$ cat src/rtl/ras_ctrl.sv
// Return-address-stack sequencing controller: forwards call/return as push/pop,
// tracks valid-entry occupancy, runs the flush-and-hold recovery sequence, keeps stats.

package config_pkg;
    typedef struct packed {
        int unsigned VLEN;
    } cva6_cfg_t;

    localparam cva6_cfg_t cva6_cfg_empty = '{VLEN: 32'd64};
endpackage

module ras_ctrl #(
    parameter config_pkg::cva6_cfg_t CVA6Cfg     = config_pkg::cva6_cfg_empty,
    parameter int unsigned           DEPTH       = 2,
    parameter int unsigned           HOLD_CYCLES = 2,
    parameter int unsigned           CNT_W       = 16,
    localparam int unsigned          OCC_W       = $clog2(DEPTH + 1)
) (
    input  logic                      clk_i,
    input  logic                      rst_ni,
    input  logic                      recover_i,
    input  logic                      call_valid_i,
    input  logic                      ret_valid_i,
    input  logic [CVA6Cfg.VLEN-1:0]   call_ra_i,
    output logic                      req_ready_o,
    output logic                      ras_push_o,
    output logic                      ras_pop_o,
    output logic [CVA6Cfg.VLEN-1:0]   ras_data_o,
    output logic                      ras_flush_o,
    output logic [OCC_W-1:0]          occupancy_o,
    output logic                      ret_hit_o,
    input  logic                      stats_clear_i,
    output logic [CNT_W-1:0]          stat_push_o,
    output logic [CNT_W-1:0]          stat_pop_o,
    output logic [CNT_W-1:0]          stat_underflow_o
);

    localparam int unsigned HC_W = (HOLD_CYCLES > 1) ? $clog2(HOLD_CYCLES) : 1;

    typedef enum logic [1:0] {
        RUN   = 2'd0,
        FLUSH = 2'd1,
        HOLD  = 2'd2
    } state_e;

    state_e            r_state;
    state_e            w_state_nxt;
    logic [HC_W-1:0]   r_hold_cnt;
    logic [HC_W-1:0]   w_hold_cnt_nxt;
    logic [OCC_W-1:0]  r_occ;
    logic [OCC_W-1:0]  w_occ_nxt;
    logic [CNT_W-1:0]  r_stat [3];
    logic [2:0]        w_stat_inc;

    logic              w_ready;
    logic              w_push;
    logic              w_pop;
    logic              w_ret_hit;
    logic              w_underflow;

    // Recovery sequencer: RUN -> FLUSH (1 cycle) -> HOLD (HOLD_CYCLES) -> RUN
    always_ff @(posedge clk_i) begin
        if (!rst_ni) begin
            r_state    <= RUN;
            r_hold_cnt <= '0;
        end else begin
            r_state    <= w_state_nxt;
            r_hold_cnt <= w_hold_cnt_nxt;
        end
    end

    always_comb begin
        w_state_nxt    = r_state;
        w_hold_cnt_nxt = r_hold_cnt;
        unique case (r_state)
            RUN: begin
                if (recover_i) begin
                    w_state_nxt = FLUSH;
                end
            end
            FLUSH: begin
                if (recover_i) begin
                    w_state_nxt = FLUSH;
                end else begin
                    w_state_nxt    = HOLD;
                    w_hold_cnt_nxt = HC_W'(HOLD_CYCLES - 1);
                end
            end
            HOLD: begin
                if (recover_i) begin
                    w_state_nxt = FLUSH;
                end else if (r_hold_cnt == '0) begin
                    w_state_nxt = RUN;
                end else begin
                    w_hold_cnt_nxt = r_hold_cnt - 1'b1;
                end
            end
            default: begin
                w_state_nxt = RUN;
            end
        endcase
    end

    assign w_ready = (r_state == RUN) && !recover_i;
    assign w_push  = call_valid_i && w_ready;
    assign w_pop   = ret_valid_i && w_ready;

    // Occupancy tracking; simultaneous push+pop replaces the top entry.
    always_comb begin
        w_occ_nxt   = r_occ;
        w_ret_hit   = 1'b0;
        w_underflow = 1'b0;
        if (r_state == FLUSH) begin
            w_occ_nxt = '0;
        end else if (w_push && w_pop) begin
            w_ret_hit   = (r_occ != '0);
            w_underflow = (r_occ == '0);
            if (r_occ == '0) begin
                w_occ_nxt = OCC_W'(1);
            end
        end else if (w_push) begin
            if (r_occ != OCC_W'(DEPTH)) begin
                w_occ_nxt = r_occ + 1'b1;
            end
        end else if (w_pop) begin
            if (r_occ != '0) begin
                w_occ_nxt = r_occ - 1'b1;
                w_ret_hit = 1'b1;
            end else begin
                w_underflow = 1'b1;
            end
        end
    end

    always_ff @(posedge clk_i) begin
        if (!rst_ni) begin
            r_occ <= '0;
        end else begin
            r_occ <= w_occ_nxt;
        end
    end

    assign w_stat_inc = {w_underflow, w_pop, w_push};

    // Saturating counters; clear wins over a same-cycle increment, flush leaves them alone.
    always_ff @(posedge clk_i) begin
        if (!rst_ni) begin
            for (int unsigned i = 0; i < 3; i++) begin
                r_stat[i] <= '0;
            end
        end else begin
            for (int unsigned i = 0; i < 3; i++) begin
                if (stats_clear_i) begin
                    r_stat[i] <= '0;
                end else if (w_stat_inc[i] && (r_stat[i] != '1)) begin
                    r_stat[i] <= r_stat[i] + 1'b1;
                end
            end
        end
    end

    assign req_ready_o      = w_ready;
    assign ras_push_o       = w_push;
    assign ras_pop_o        = w_pop;
    assign ras_data_o       = call_ra_i;
    assign ras_flush_o      = (r_state == FLUSH);
    assign occupancy_o      = r_occ;
    assign ret_hit_o        = w_ret_hit;
    assign stat_push_o      = r_stat[0];
    assign stat_pop_o       = r_stat[1];
    assign stat_underflow_o = r_stat[2];

endmodule

$ cat config.mk
export PLATFORM = sky130hd
export DESIGN_NAME = ras_ctrl
export DESIGN_NICKNAME = d
export VERILOG_FILES = /design/src/rtl/ras_ctrl.sv
export SDC_FILE = /design/constraint.sdc
export NUM_CORES = 1
export LEC_CHECK = 0
export BUFFER_PORTS_ARGS = -buffer_cell sky130_fd_sc_hd__buf_2
export CORE_MARGIN = 1.5
export CORE_UTILIZATION = 45
export CTS_BUF_LIST = sky130_fd_sc_hd__clkbuf_4 sky130_fd_sc_hd__clkbuf_8 sky130_fd_sc_hd__clkbuf_16
export DETAILED_ROUTE_END_ITERATION = 7
export GPL_ROUTABILITY_DRIVEN = 0
export PLACE_DENSITY = 0.88
export REMOVE_ABC_BUFFERS = 1
export SETUP_SLACK_MARGIN = 0.3
export SLEW_MARGIN = 40
export SYNTH_ARGS = -nofsm -noshare
export SYNTH_HDL_FRONTEND = slang
export SYNTH_SLANG_ARGS = --single-unit
$ cat constraint.sdc
create_clock -name clk_i -period 5.2 [get_ports clk_i]
set_input_delay 0.78 -clock clk_i [delete_from_list [all_inputs] [get_ports clk_i]]
set_output_delay 0.78 -clock clk_i [all_outputs]
set_load 0.02 [all_outputs]
Word level (Yosys, flattened, before mapping)
Memories as Yosys holds them, arrays and structs flattened.
Index checks and enable logic that the tools add are counted.
{"block": "word_totals", "ram_bits": 48, "inputBits": 70, "latchBits": 0, "word_cells": 94, "out_inout_bits": 119, "romBits": 0, "ff_bits": 5, "n_memories": 1}
{"memory": "r_stat", "words": 3, "word_bits": 16, "read_ports": 3, "rd_ports_with_merged_regs": 0, "wr": 3, "line": "52", "text": "logic [CNT_W-1:0] r_stat [3];"}
{"block": "op_classes", "div": 0, "bitwise": 7, "eq_ne": 12, "reduce_logical": 18, "n_mux": 47, "magnitude_cmp": 0, "n_shift": 0, "n_addsub": 6, "multipliers": 0}
{"operator": "2-to-1 mux 16 bit", "n": 6}
{"operator": "adder 16 x 1 -> 16 bit, second input constant", "n": 3}
{"operator": "inequality test 16 bit, second input constant", "n": 3}
{"operator": "2-to-1 mux 1 bit", "n": 29}
{"operator": "2-to-1 mux 2 bit", "n": 10}
{"operator": "inequality test 2 bit, second input constant", "n": 4}
{"operator": "logical AND 1 bit", "n": 7}
{"operator": "bitwise OR 1 bit", "n": 6}
{"operator": "case mux 2 bit (3 select lines)", "n": 1}
{"operator": "nonzero test 3 bit", "n": 2}
{"operator": "zero test 2 bit", "n": 2}
{"operator": "AND reduction 4 bit", "n": 1}
{"operator": "nonzero test 2 bit", "n": 2}
{"operator": "inequality test 3 x 1 -> 1 bit, second input constant", "n": 1}
{"operator": "inequality test 3 bit, second input constant", "n": 1}
{"operator": "AND reduction 3 bit", "n": 1}
{"operator": "adder 2 x 1 -> 2 bit, second input constant", "n": 1}
{"operator": "equality test 2 x 1 -> 1 bit, second input constant", "n": 1}
{"operator": "equality test 2 bit, second input constant", "n": 1}
{"operator": "inequality test 2 x 1 -> 1 bit, second input constant", "n": 1}
{"operator": "case mux 1 bit (2 select lines)", "n": 1}
{"operator": "AND reduction 2 bit", "n": 1}
{"operator": "OR reduction 2 bit", "n": 1}
{"operator": "subtractor 2 x 1 -> 2 bit, second input constant", "n": 1}
{"operator": "other kinds (3)", "n": 3}

Depth between registers and ports, before layout
{"block": "logic_depth", "word_depth": 13, "depth_mapped": 8, "mapped_depth_nobuf": 5}

Worst setup path before layout
No wires, ideal clock.
{"block": "synth_timing", "path_kind": "input-to-reg", "startpoint": "input port recover_i", "endpoint": "memory r_stat[1][0], enable pin", "setup_slack_ns": 2.319, "arrival_ns": 2.470, "t_required_ns": 4.789, "setup_ns": 0.411, "stages": 3, "n_path_buf": 0, "cell_sequence": "nor3_4 -> nand2_1 -> o21ai_0"}
{"element": "from (decl)", "line": "21", "text": "input logic recover_i,"}
{"element": "to (decl)", "line": "52"}

==> results_dict.tcl <==
set metrics [dict create \
    status "finished clean" \
    initial_core_util 0.462 \
    worstHoldStart "r_state[1]" \
    p_per_area_mw_per_mm2 256 \
    cp-end-kind "register" \
    row_count 31 \
    portBuffers 60 \
    cts.repair.resized 0 \
    rrSetupSlack_ps 2540 \
    cts_hold_buf 0 \
    dr.pass1.iters 4 \
    tns_ps 0 \
    first_global_vias 2165 \
    slew-limit-headroom 0.502 \
    yosys_warnings 0 \
    cp_max_fo 17 \
    syn_inst 339 \
    synth.avg_cell_area_um2 9.83 \
    ir_drop_uv 141 \
    synth_area_mm2 0.00333 \
    die_area_mm2 0.00793 \
    finalSetupViolations 0 \
    critPathLaunchType "register" \
    grt_overflow_total 0 \
    critPathKind "reg -> reg" \
    hold_path_end "r_state[0]" \
    synth-compound-area-share 0.0237 \
    fin_crit_ps 2660 \
    num_antenna_cells 0 \
    rr_endpoint "r_stat[2][2]" \
    finClkSkew_ps 12.8 \
    grt.total_usage 0.282 \
    areaGrowthSynthToFinish_pct -0.113 \
    worstMarginPinSlew_ps 745 \
    avgRoutedWirePerCell_um 25.4 \
    period_share 0.511 \
    grt_setup_unrepaired "no" \
    dp_hpwl_um 9020 \
    fin_nets 409 \
    slew_viol_final 0 \
    hold_viol 0 \
    synth_top_family_by_area "simple AND/OR/NAND/NOR gates" \
    cts_tree "yes" \
    power_w 0.000852 \
    synth_cell_types 32 \
    p_leak_nw 1.25 \
    ios 189 \
    drive_gt1_frac 0.217 \
    path_clk_slew_ps 100 \
    reg2regPathDepth 4 \
    drt_wl_total_um 11100 \
    ys_ff_latch 53 \
    dr.first_iter.drc_count 129 \
    htree_levels 2 \
    fillCellCount 696 \
    die_w_um 89.1 \
    async_flop_share 0 \
    numCtsBuffers 5 \
    holdPathStages 1 \
    cts_setup_buffers 0 \
    final_cells 436 \
    required_ps 5110 \
    rr_startpoint "r_stat[2][4]" \
    antenna_left 0 \
    antenna_found_initial 0 \
    synth_edf_count 48 \
    ys_seq_area_frac 0.463 \
    dp_cells 428 \
    via_per_inst 5.50 \
    drc 0 \
    fmaxAchievable_ghz 0.376 \
    cts_num_sinks 53 \
    root_buffer "clkbuf_8" \
    grt_start_max_net_pins 18 \
    synth_fa_ha_area_frac 0.0113 \
    clockBufferDepth 2 \
    vias 2396 \
    synthXorXnorAreaFrac 0.113 \
    synth_mux_area_frac 0.00300 \
    yosys.area_share.simple 0.215 \
    die_y_um 89.1 \
    clkLatencyLatePin_ps 310 \
    arrival_ps 2570 \
    synthFlopType "edfxtp_1" \
    hp-class "reg -> reg" \
    cap_viol_max_count 0 \
    grt_pass1_wl_um 15200 \
    core_area_mm2 0.00721 \
]
worst max-delay path, stage by stage (launching register included):
cell and delay [ps]:
edfxtp_1 450, nand4_1 350, nor4_1 410, or3_1 500, nand2_1 540
logic make-up (layout without fill, tap and decap cells):
group           count (synthesis)  in the layout
fa+ha+maj                       3              3
simple gates                  143            143
compound gates                 13             13
xor+xnor                       43             43
buf+inv                        83             81
mux                             1              1
flops                          53             53
placed cells by master, fill, tap and decap left out, drive strengths merged:
master,netlist,routed
a211oi,1,1
a21oi,3,3
a311oi,1,1
and2,3,3
and2b,1,1
and3,4,4
and4,5,5
buf,68,61
clkbuf,3,5
clkinvlp,0,3
dfxtp,5,5
edfxtp,48,48
ha,3,3
inv,12,12
mux2i,1,1
nand2,20,20
nand2b,1,1
nand3,16,16
nand3b,2,2
nand4,16,16
nor2,53,53
nor3,7,7
nor4,13,13
o211ai,1,1
o21ai,7,7
or2,1,1
or3,1,1
xnor2,26,26
xor2,17,17
synth_stat cells (2+ instances only):
cell type,n,area share
o21ai_0,7,0.011
buf_6,2,0.0068
nand3b_1,2,0.0045
and4_1,5,0.013
and2_1,3,0.0056
xnor2_1,26,0.068
nand4_1,16,0.030
a21oi_1,3,0.0045
inv_1,12,0.014
buf_4,65,0.15
nand2_1,20,0.023
nor3_1,6,0.0090
nand3_1,15,0.023
edfxtp_1,48,0.43
clkbuf_1,3,0.0034
and3_1,4,0.0075
dfxtp_1,5,0.030
nor4_1,13,0.024
ha_1,3,0.011
nor2_1,53,0.060
xor2_1,17,0.045
state kept, by name (all words and copies together), names as in the netlist:
name,count
r_state,2
occupancy_o,2
r_hold_cnt,1
r_stat,48
worst max path at each step:
stage	from	end	slack, ps	cells past startpoint
2_1_floorplan	recover_i	r_stat[1][0]	2320	3
3_3_place_gp	stats_clear_i	r_stat[2][10]	2400	5
3_5_place_dp	recover_i	r_stat[2][14]	2320	5
4_1_cts	r_stat[2][4]	r_stat[2][4]	2540	4
5_1_grt	r_stat[2][4]	r_stat[2][4]	2310	4
6_report	r_stat[2][4]	r_stat[2][2]	2540	4
routing by layer:
metal | vias up | share of wire | global-route usage
li1 | 1102 | - | -
met1 | 1100 | 0.36 | 0.312
met2 | 177 | 0.38 | 0.375
met3 | 15 | 0.24 | 0.297
met4 | 2 | 0.012 | 0.0476
met5 | - | 0.0052 | 0.0584
report_power, final:
group          internal [W]  switching (W)
clock network     0.0000948       0.000144
logic             0.0000336      0.0000644
registers          0.000486      0.0000294
cell type report:
type / count / area (µm²) / area share
sequential: 53 / 1540 / 0.463
multi-input combinational: 203 / 1220 / 0.366
timing repair buffer: 61 / 308 / 0.0925
tap: 99 / 124 / 0.0372
clock buffer: 5 / 68.8 / 0.0207
inverter: 12 / 45.0 / 0.0135
clock inverter: 3 / 22.5 / 0.00677
through the flow:
| step | hold WS [ps] | utilization | area (µm²) | worst slack, ps |
|---|---|---|---|---|
| after floorplan | 482 | - | 2810 | 2320 |
| after global placement | 503 | 0.449 | 3240 | 2400 |
| after detailed placement | 514 | 0.449 | 3240 | 2320 |
| after CTS | 537 | 0.461 | 3330 | 2540 |
| after global routing | 586 | 0.461 | 3330 | 2310 |
| final | 538 | 0.461 | 3330 | 2540 |
Note: power is estimated with default switching activity, not from simulation.
